===== src/rtl/mission_pkg.sv =====
// Shared types and health helpers for the inspection mission sequencer.
// State codes 0-4 match the earlier single-target task FSM; FAULT extends it.
package mission_pkg;

  typedef enum logic [2:0] {
    ST_IDLE     = 3'd0,
    ST_NAVIGATE = 3'd1,
    ST_INSPECT  = 3'd2,
    ST_TRANSMIT = 3'd3,
    ST_COMPLETE = 3'd4,
    ST_FAULT    = 3'd5
  } mission_state_e;

  // Health codes are carried at this width and truncated to HEALTH_W at use,
  // so HEALTH_CRIT narrows to the all-ones code of any width up to this.
  localparam int HEALTH_MAX_W = 16;
  localparam logic [HEALTH_MAX_W-1:0] HEALTH_OK   = '0;
  localparam logic [HEALTH_MAX_W-1:0] HEALTH_CRIT = '1;

  function automatic logic [HEALTH_MAX_W-1:0] max_health(
    input logic [HEALTH_MAX_W-1:0] a,
    input logic [HEALTH_MAX_W-1:0] b
  );
    return (a > b) ? a : b;
  endfunction

endpackage


===== src/rtl/nav_watchdog.sv =====
// Navigation watchdog: per-attempt cycle timer plus bounded retry counter.
// A timeout fires on the cycle the timer sits at NAV_TIMEOUT-1 with no hit.
module nav_watchdog
  import mission_pkg::*;
#(
  parameter int NAV_TIMEOUT = 1000,
  parameter int MAX_RETRIES = 2,
  parameter int RC_W        = 2
) (
  input  logic            clk,
  input  logic            rst_n,
  input  logic            clear,
  input  logic            enable,
  input  logic            hit,
  output logic            retry,
  output logic            exhausted,
  output logic [RC_W-1:0] retry_count
);

  localparam int TW = (NAV_TIMEOUT > 1) ? $clog2(NAV_TIMEOUT) : 1;

  logic [TW-1:0] timer;
  logic          timeout;
  logic          at_max;

  assign timeout   = enable && !hit && (timer == TW'(NAV_TIMEOUT - 1));
  assign at_max    = (retry_count >= RC_W'(MAX_RETRIES));
  assign exhausted = timeout && at_max;

  always_ff @(posedge clk or negedge rst_n) begin
    if (!rst_n) begin
      timer       <= '0;
      retry_count <= '0;
      retry       <= 1'b0;
    end else if (clear) begin
      timer       <= '0;
      retry_count <= '0;
      retry       <= 1'b0;
    end else begin
      retry <= 1'b0;
      if (timeout) begin
        // On exhaustion the FSM leaves NAVIGATE; counters hold for observation.
        if (!at_max) begin
          retry_count <= retry_count + 1'b1;
          timer       <= '0;
          retry       <= 1'b1;
        end
      end else if (enable && !hit) begin
        timer <= timer + 1'b1;
      end
    end
  end

endmodule


===== src/rtl/mission_sequencer.sv =====
// Multi-waypoint inspection mission FSM: navigate / inspect / transmit per
// waypoint, with navigation watchdog, abort path and per-waypoint health log.
module mission_sequencer
  import mission_pkg::*;
#(
  parameter int NUM_WAYPOINTS = 4,
  parameter int NAV_TIMEOUT   = 1000,
  parameter int MAX_RETRIES   = 2,
  parameter int HEALTH_W      = 2,
  parameter bit ABORT_ON_CRIT = 1'b0,
  localparam int IDX_W = (NUM_WAYPOINTS > 1) ? $clog2(NUM_WAYPOINTS) : 1,
  localparam int RC_W  = (MAX_RETRIES > 0) ? $clog2(MAX_RETRIES + 1) : 1
) (
  input  logic                          clk,
  input  logic                          rst_n,
  input  logic                          start,
  input  logic                          abort,
  input  logic                          target_reached,
  input  logic                          inspection_complete,
  input  logic [HEALTH_W-1:0]           health_status_in,
  input  logic                          transmission_complete,
  input  logic                          finished,
  output logic [2:0]                    state_enc,
  output logic [IDX_W-1:0]              waypoint_idx,
  output logic [HEALTH_W-1:0]           health_status_out,
  output logic [NUM_WAYPOINTS*HEALTH_W-1:0] health_log,
  output logic [RC_W-1:0]               retry_count,
  output logic                          nav_retry,
  output logic                          fault
);

  // Phase inputs are level strobes with no ready: each is sampled only in its
  // own state, and acceptance is the state change on the following edge.

  localparam logic [HEALTH_W-1:0] CRIT_CODE = HEALTH_W'(HEALTH_CRIT);
  localparam logic [HEALTH_W-1:0] OK_CODE   = HEALTH_W'(HEALTH_OK);

  mission_state_e state_q, state_d;

  logic wd_clear;
  logic wd_enable;
  logic wd_exhausted;
  logic clr_mission;
  logic ld_health;
  logic inc_idx;
  logic last_wp;

  assign last_wp   = (waypoint_idx == IDX_W'(NUM_WAYPOINTS - 1));
  assign wd_enable = (state_q == ST_NAVIGATE) && !abort;
  assign state_enc = state_q;

  nav_watchdog #(
    .NAV_TIMEOUT (NAV_TIMEOUT),
    .MAX_RETRIES (MAX_RETRIES),
    .RC_W        (RC_W)
  ) u_watchdog (
    .clk         (clk),
    .rst_n       (rst_n),
    .clear       (wd_clear),
    .enable      (wd_enable),
    .hit         (target_reached),
    .retry       (nav_retry),
    .exhausted   (wd_exhausted),
    .retry_count (retry_count)
  );

  always_ff @(posedge clk or negedge rst_n) begin
    if (!rst_n) begin
      state_q <= ST_IDLE;
      fault   <= 1'b0;
    end else begin
      state_q <= state_d;
      fault   <= (state_d == ST_FAULT);
    end
  end

  always_comb begin
    state_d     = state_q;
    wd_clear    = 1'b0;
    clr_mission = 1'b0;
    ld_health   = 1'b0;
    inc_idx     = 1'b0;
    case (state_q)
      ST_IDLE: begin
        if (start) begin
          state_d     = ST_NAVIGATE;
          clr_mission = 1'b1;
          wd_clear    = 1'b1;
        end
      end
      ST_NAVIGATE: begin
        if (abort)               state_d = ST_FAULT;
        else if (target_reached) state_d = ST_INSPECT;
        else if (wd_exhausted)   state_d = ST_FAULT;
      end
      ST_INSPECT: begin
        if (abort) begin
          state_d = ST_FAULT;
        end else if (inspection_complete) begin
          ld_health = 1'b1;
          if (ABORT_ON_CRIT && (health_status_in == CRIT_CODE)) state_d = ST_FAULT;
          else                                                 state_d = ST_TRANSMIT;
        end
      end
      ST_TRANSMIT: begin
        if (abort) begin
          state_d = ST_FAULT;
        end else if (transmission_complete) begin
          if (last_wp) begin
            state_d = ST_COMPLETE;
          end else begin
            state_d  = ST_NAVIGATE;
            inc_idx  = 1'b1;
            wd_clear = 1'b1;
          end
        end
      end
      ST_COMPLETE: begin
        if (abort)         state_d = ST_FAULT;
        else if (finished) state_d = ST_IDLE;
      end
      ST_FAULT: begin
        if (finished) state_d = ST_IDLE;
      end
      default: state_d = ST_IDLE;
    endcase
  end

  // Mission results persist through COMPLETE/FAULT/IDLE until the next start.
  always_ff @(posedge clk or negedge rst_n) begin
    if (!rst_n) begin
      waypoint_idx      <= '0;
      health_log        <= '0;
      health_status_out <= OK_CODE;
    end else if (clr_mission) begin
      waypoint_idx      <= '0;
      health_log        <= '0;
      health_status_out <= OK_CODE;
    end else begin
      if (ld_health) begin
        health_log[int'(waypoint_idx)*HEALTH_W +: HEALTH_W] <= health_status_in;
        health_status_out <= HEALTH_W'(max_health(HEALTH_MAX_W'(health_status_out),
                                                  HEALTH_MAX_W'(health_status_in)));
      end
      if (inc_idx) waypoint_idx <= waypoint_idx + 1'b1;
    end
  end

endmodule

===== config.mk =====
export PLATFORM = sky130hd
export DESIGN_NAME = mission_sequencer
export DESIGN_NICKNAME = d
export VERILOG_FILES = /design/src/rtl/mission_pkg.sv /design/src/rtl/nav_watchdog.sv /design/src/rtl/mission_sequencer.sv
export SDC_FILE = /design/constraint.sdc
export NUM_CORES = 1
export LEC_CHECK = 0
export BUFFER_PORTS_ARGS = -buffer_cell sky130_fd_sc_hd__buf_2
export CORE_ASPECT_RATIO = 0.9
export CORE_MARGIN = 2
export CORE_UTILIZATION = 50
export DETAILED_ROUTE_END_ITERATION = 10
export PLACE_DENSITY = 0.81
export SYNTH_ARGS = -nofsm -noshare
export SYNTH_HDL_FRONTEND = slang
export SYNTH_HIERARCHICAL = 1
export SYNTH_SLANG_ARGS = --single-unit
export TNS_END_PERCENT = 10

===== constraint.sdc =====
create_clock -name clk -period 5.95 [get_ports clk]
set_input_delay 0.595 -clock clk [delete_from_list [all_inputs] [get_ports clk]]
set_output_delay 0.595 -clock clk [all_outputs]
set_load 0.005 [all_outputs]

## After elaboration in Yosys (flattened, before gate mapping)

Cells that the tools add are included.

- Memories kept: 0
- Memory bits (writable): 0
- Bits in latches: 0
- Output and inout bits: 19
- Logic and storage cells: 81
- Bits of input ports: 10
- Register bits: 29
- Memory bits (read-only): 0

- Add/sub/neg operators: 4
- Equality and inequality tests: 11
- Div/mod/pow operators: 0
- Reduce and logical (&&, ||, !) cells: 14
- Magnitude comparators: 2
- Shift operators: 2
- Multiply operators: 0
- Bitwise operators: 0
- Multiplexer cells: 40

Operators with widths:

| cell | number |
|---|---|
| 2-to-1 mux 10 bit | 4 |
| 2-to-1 mux 3 bit | 11 |
| negation 3 -> 33 bit | 1 |
| variable shift 2 x 33 -> 8 bit (first input constant) | 1 |
| variable part select 2 x 33 -> 8 bit | 1 |
| case mux 3 bit (6 select lines) | 1 |
| 2-to-1 mux 2 bit | 8 |
| 2-to-1 mux 8 bit | 2 |
| 2-to-1 mux 1 bit | 12 |
| adder 10 x 1 -> 10 bit (second input constant) | 1 |
| equality test 10 bit (second input constant) | 1 |
| equality test 3 bit (second input constant) | 3 |
| bitwise mux 8 bit | 1 |
| equality test 3 x 2 -> 1 bit (second input constant) | 2 |
| AND reduction 2 bit | 3 |
| nonzero test 2 bit | 3 |
| adder 2 x 1 -> 2 bit (second input constant) | 2 |
| logical AND 1 bit | 4 |
| equality test 3 x 1 -> 1 bit (second input constant) | 1 |
| logical NOT 3 bit | 1 |
| inequality test 3 x 2 -> 1 bit (second input constant) | 1 |
| nonzero test 3 bit | 1 |
| equality test 2 bit (second input constant) | 1 |
| greater-or-equal comparator 2 bit (second input constant) | 1 |
| 5 further kinds | 6 |

## Logic depth before layout (Yosys ltp)

- Depth after elaboration: 10
- Mapped depth: 9
- Mapped depth without buffers: 8

## Modules after synthesis

Netlist, hierarchy kept.

By module, submodules not included:

| module | times used | cells each | seq. area each (µm²) | area each (µm²) |
|---|---|---|---|---|
| mission_sequencer | 1 | 110 | 400.4 | 991.0 |
| nav_watchdog | 1 | 82 | 325.3 | 784.5 |

## Worst setup path before layout

Ideal clock, no wire load.

- Path type: register to register
- From: register waypoint_idx[0]
- To: register u_watchdog.timer[7]
- Required time: 5.803 ns
- Data arrival time: 1.998 ns
- Stages on the path, launching flop included: 8
- Clock period less this slack: 2.145 ns
- Slack: 3.805 ns
- Library setup time: 0.147 ns
- Buffers on the path: 2
- Path through: dfrtp_1 ha_1 nand2b_1 nor4_2 or2_2 clkbuf_1 clkbuf_1 o32ai_1

- Word-level cells in the longest chain between the ends: 7
- Elaborated cells on any way between the ends: 9
- Those cells by class: eq/ne: 2; mux: 5; reduce/logical: 2

Ends and longest elaborated chain:

| item | RTL line | text |
|---|---|---|
| start, declared | mission_sequencer.sv:24 | `output logic [IDX_W-1:0] waypoint_idx,` |
| start signal, assigned | mission_sequencer.sv:145 | `if (inc_idx) waypoint_idx <= waypoint_idx + 1'b1;` |
| equality test 2 bit (*) | mission_sequencer.sv:48 | `assign last_wp = (waypoint_idx == IDX_W'(NUM_WAYPOINTS - 1));` |
| 2-to-1 mux 1 bit (*) | mission_sequencer.sv:109 | `if (last_wp) begin` |
| 2-to-1 mux 1 bit (*) | mission_sequencer.sv:108 | `end else if (transmission_complete) begin` |
| 2-to-1 mux 1 bit (*) | mission_sequencer.sv:106 | `if (abort) begin` |
| case mux 1 bit (2 select lines) (*) | mission_sequencer.sv:83 | `case (state_q)` |
| via wd_clear | mission_sequencer.sv:40 | `logic wd_clear;` |
| inequality test 3 x 2 -> 1 bit (no source line) / nonzero test 3 bit (equally long branches) | -- |  |
| AND reduction 2 bit (no source line) | -- |  |
| end signal, assigned | nav_watchdog.sv:49 | `timer <= timer + 1'b1;` |
| end, declared | nav_watchdog.sv:22 | `logic [TW-1:0] timer;` |

Mark *: on every way through the listed nets, which the timed path passes. The rest lies on a longest branch.
A chain may end at the register's enable or synchronous reset.

## Worst setup path in the final report

- From: register state_q[0] (netlist: state_enc[0])
- To: register fault

- Word-level cells in the longest chain between the ends: 10
- Elaborated cells on any way between the ends: 22
- Those cells by class: eq/ne: 6; mux: 11; reduce/logical: 5

Ends and longest elaborated chain:

| item | RTL line | text |
|---|---|---|
| start, declared | mission_sequencer.sv:38 | `mission_state_e state_q, state_d;` |
| start signal, assigned | mission_sequencer.sv:72 | `state_q <= state_d;` |
| equality test 3 x 1 -> 1 bit | mission_sequencer.sv:49 | `assign wd_enable = (state_q == ST_NAVIGATE) && !abort;` |
| logical AND 1 bit | mission_sequencer.sv:49 |  |
| via wd_enable | mission_sequencer.sv:41 | `logic wd_enable;` |
| logical AND 1 bit (2 in a row) | nav_watchdog.sv:26 | `assign timeout = enable && !hit && (timer == TW'(NAV_TIMEOUT - 1));` |
| logical AND 1 bit | nav_watchdog.sv:28 | `assign exhausted = timeout && at_max;` |
| via wd_exhausted | mission_sequencer.sv:42 | `logic wd_exhausted;` |
| 2-to-1 mux 3 bit | mission_sequencer.sv:94 | `else if (wd_exhausted) state_d = ST_FAULT;` |
| 2-to-1 mux 3 bit | mission_sequencer.sv:93 | `else if (target_reached) state_d = ST_INSPECT;` |
| 2-to-1 mux 3 bit | mission_sequencer.sv:92 | `if (abort) state_d = ST_FAULT;` |
| case mux 3 bit (6 select lines) | mission_sequencer.sv:83 |  |
| equality test 3 bit | mission_sequencer.sv:73 | `fault <= (state_d == ST_FAULT);` |
| end signal, assigned | mission_sequencer.sv:73 |  |
| end, declared | mission_sequencer.sv:29 | `output logic fault` |

The timed path passes the listed nets, and every way through them passes these cells.

==> results_dict.tcl <==
set metrics [dict create \
    first_pass_iters 6 \
    fin_crit_sh_pct 40.54 \
    insertion_delay_ns 0.28 \
    htree_num_levels 2 \
    grt_antenna_before_repair 0 \
    dp_hpwl_um 2665 \
    crit_start "state_enc[0]$_DFF_PN0_" \
    dp_cells 258 \
    outcome "complete, no violations" \
    stdcell_count 265 \
    pwr-share-comb_pct 28.5 \
    power.total_mw 0.6039 \
    fin_crit_ns 2.412 \
    synth_cells 192 \
    cp-start-kind "register" \
    syn_nets 210 \
    initial_core_util_pct 52.56 \
    grt-ovfl-total 0 \
    async_reset_ff_share_pct 100.0 \
    swShare_pct 34.66 \
    syn_area_per_cell_um2 9.247 \
    ys_seq_area_share_pct 40.87 \
    slew_headroom_pct 57.90 \
    viasPerCell 5.691 \
    clkPwrFrac_pct 26.6 \
    ir_drop_mv 0.2077 \
    p_int_mw 0.3946 \
    grt-busiest-layer "met2" \
    detail-route-antenna-nets 0 \
    grt_max_degree 30 \
    yosys_warnings 6 \
    p_switching_mw 0.2093 \
    power.density_nw_per_um2 297.0 \
    worstSetupPathType "reg -> reg" \
    synth_area_um2 1775 \
    max_cap_violations 0 \
    dieArea_um2 4044 \
    cts_buffers 5 \
    drv_slew 0 \
    finalSetupTns_ns 0 \
    synth_edf_count 0 \
    layout_commonest_cell "dfrtp_1" \
    cts_sinks 29 \
    tightest_slew_ns 0.6316 \
    r2r-start "state_enc[0]$_DFF_PN0_" \
    grt_pass1_wl_um 6465 \
    die_y_um 60.53 \
    rows 20 \
    cp.arrival_ns 2.61 \
    n_antenna_cell 0 \
    fmax_ghz 0.4146 \
    crit_fanout 12 \
    wirelength_um 3701 \
    drive_gt1_share_pct 22.17 \
    path_common_cell "nor2b_1" \
    cp-end-kind "register" \
    finalSetupViolCount 0 \
    yosys.area.top_type "dfrtp_1" \
    required_ns 6.15 \
    synth_top_area_share_pct 40.87 \
    cts_resized 0 \
    pwr-share-seq_pct 44.8 \
    post_cts_buffers 0 \
    numPortBuffers 28 \
    gr-usage-all-layers_pct 22.17 \
    rsz0062_at_grt "false" \
    synth_area_leaders "dfrtp_1 41%, ha_1 5.6%, a21oi_1 4.5%, nand2_1 4.2%, nand2b_1 3.5%" \
    gr-usage-met3_pct 5.751 \
    hold_violations 0 \
    worstPathCellList "nor2b_1 > nor3b_1 > nor2b_1 > nand2_1 > nor2_1 > a32oi_1 > a211o_1 > a21boi_0" \
    clock_skew_ns 0.004347 \
    synth_cell_types 47 \
    cts_root_buf "clkbuf_8" \
    holdCritPathClass "in -> async" \
    final_nets 239 \
    grtUsageMet2_pct 33.00 \
    use_met1_pct 29.25 \
    slowest_stage "dfrtp_1" \
    cts-hold-fix-buffers 0 \
    vias 1508 \
    yosys_register_bits 29 \
    final_cell_mix "29 x dfrtp_1, 28 x buf_2, 20 x nand2_1, 16 x a21oi_1, 14 x nor2_1" \
    drtIter0Drc 91 \
    fp.coreArea_um2 3378 \
    leakagePower_nw 0.9112 \
    io_pins 29 \
    ys.flop_type "dfrtp_1" \
    cts_tree "done" \
    place_congestion 0.8179 \
    cts_max_path_buffers 2 \
    slowest_delay_ns 0.56 \
    remaining_drc_errors 0 \
    die_w_um 66.81 \
    wl_per_cell_um 13.97 \
    grt_pass1_vias 1413 \
    syn_to_final_growth_pct 14.52 \
    clkTransAtPathRegs_ns 0.06 \
]
## area by class of cell
class	count	area, um2
tap	44	55.05
sequential	29	725.7
inverter	6	22.52
clock buffer	7	86.33
fill	307	1345
timing repair buffer	29	147.6
multi-input combinational	150	996.0
## metrics by stage
| step | setup WS, ns | utilization (%) | hold WS, ns | cell area [um2] |
|---|---|---|---|---|
| after detailed placement | 3.578 | 57.63 | 0.5110 | 1947 |
| after global routing | 3.274 | 60.19 | 0.3885 | 2033 |
| after floorplan | 3.805 | - | 0.2994 | 1775 |
| final | 3.538 | 60.19 | 0.3286 | 2033 |
| after CTS | 3.562 | 60.19 | 0.3503 | 2033 |
| after global placement | 3.719 | 57.63 | 0.4989 | 1947 |
## worst paths after layout
path                            depth (start not counted)  slack (ns)                          endpoint
worst max-delay path                                    8        3.54                   fault$_DFF_PN0_
worst min-delay path                                    1        0.33  health_status_out[1]$_DFFE_PN0P_
worst max register to register                          8        3.54                   fault$_DFF_PN0_
worst min register to register                          2        0.51         health_log[7]$_DFFE_PN0P_
max in group asynchronous                               1        5.21   u_watchdog/timer[9]$_DFFE_PN0P_
min in group clk                                        2        0.51         health_log[7]$_DFFE_PN0P_
## cell usage after synthesis (all sizes together) (4+ instances only)
| cell type | number |
|---|---|
| nand4 | 4 |
| nand3 | 10 |
| or3 | 6 |
| inv | 6 |
| mux2i | 5 |
| dfrtp | 29 |
| nor3 | 5 |
| nand2 | 20 |
| nand2b | 10 |
| o32ai | 4 |
| a21oi | 17 |
| buf | 4 |
| ha | 8 |
| nor2 | 14 |
| nor2b | 4 |
| o21ai | 6 |
## sequential cells by signal, summed over array words and instances (netlist names)
name                    flops
u_watchdog/timer           10
health_log                  8
state_enc                   3
health_status_out           2
u_watchdog/retry_count      2
waypoint_idx                2
fault                       1
u_watchdog/retry            1
## routing by layer
metal | routed length [um] | vias to the layer above | share of wire (%)
li1 | - | 754 | -
met5 | 0 | - | 0
met4 | 76 | 0 | 2.1
met3 | 233 | 9 | 6.3
met1 | 1777 | 704 | 48
met2 | 1615 | 41 | 44
## critical path: cells and delay by family (launching register included)
kind / cells / cell delay (ns)
AO/OA/AOI/OAI: 3 / 0.56
AND/OR/NAND/NOR: 5 / 1.20
flip-flops: 1 / 0.56
## kinds of logic (layout without fill, tap and decap cells)
kind of cell	after synthesis	after routing	share of synthesized area [%]
adder cells (fa/ha/maj)	8	8	5.638
buffers and inverters	13	42	3.382
flip-flops	29	29	40.87
multiplexers	7	7	4.087
AO/OA/AOI/OAI	39	39	14.24
XOR/XNOR	3	3	1.480
AND/OR/NAND/NOR	93	93	30.30
## power groups by stage
stage	sequential [mW]	combinational [mW]	clock, mW
floorplan	0.251	0.137	0
global placement	0.272	0.165	0
detailed placement	0.274	0.169	0
CTS	0.271	0.173	0.168
global route	0.278	0.194	0.175
finish	0.271	0.172	0.161
(Power assumes the default switching activity.)
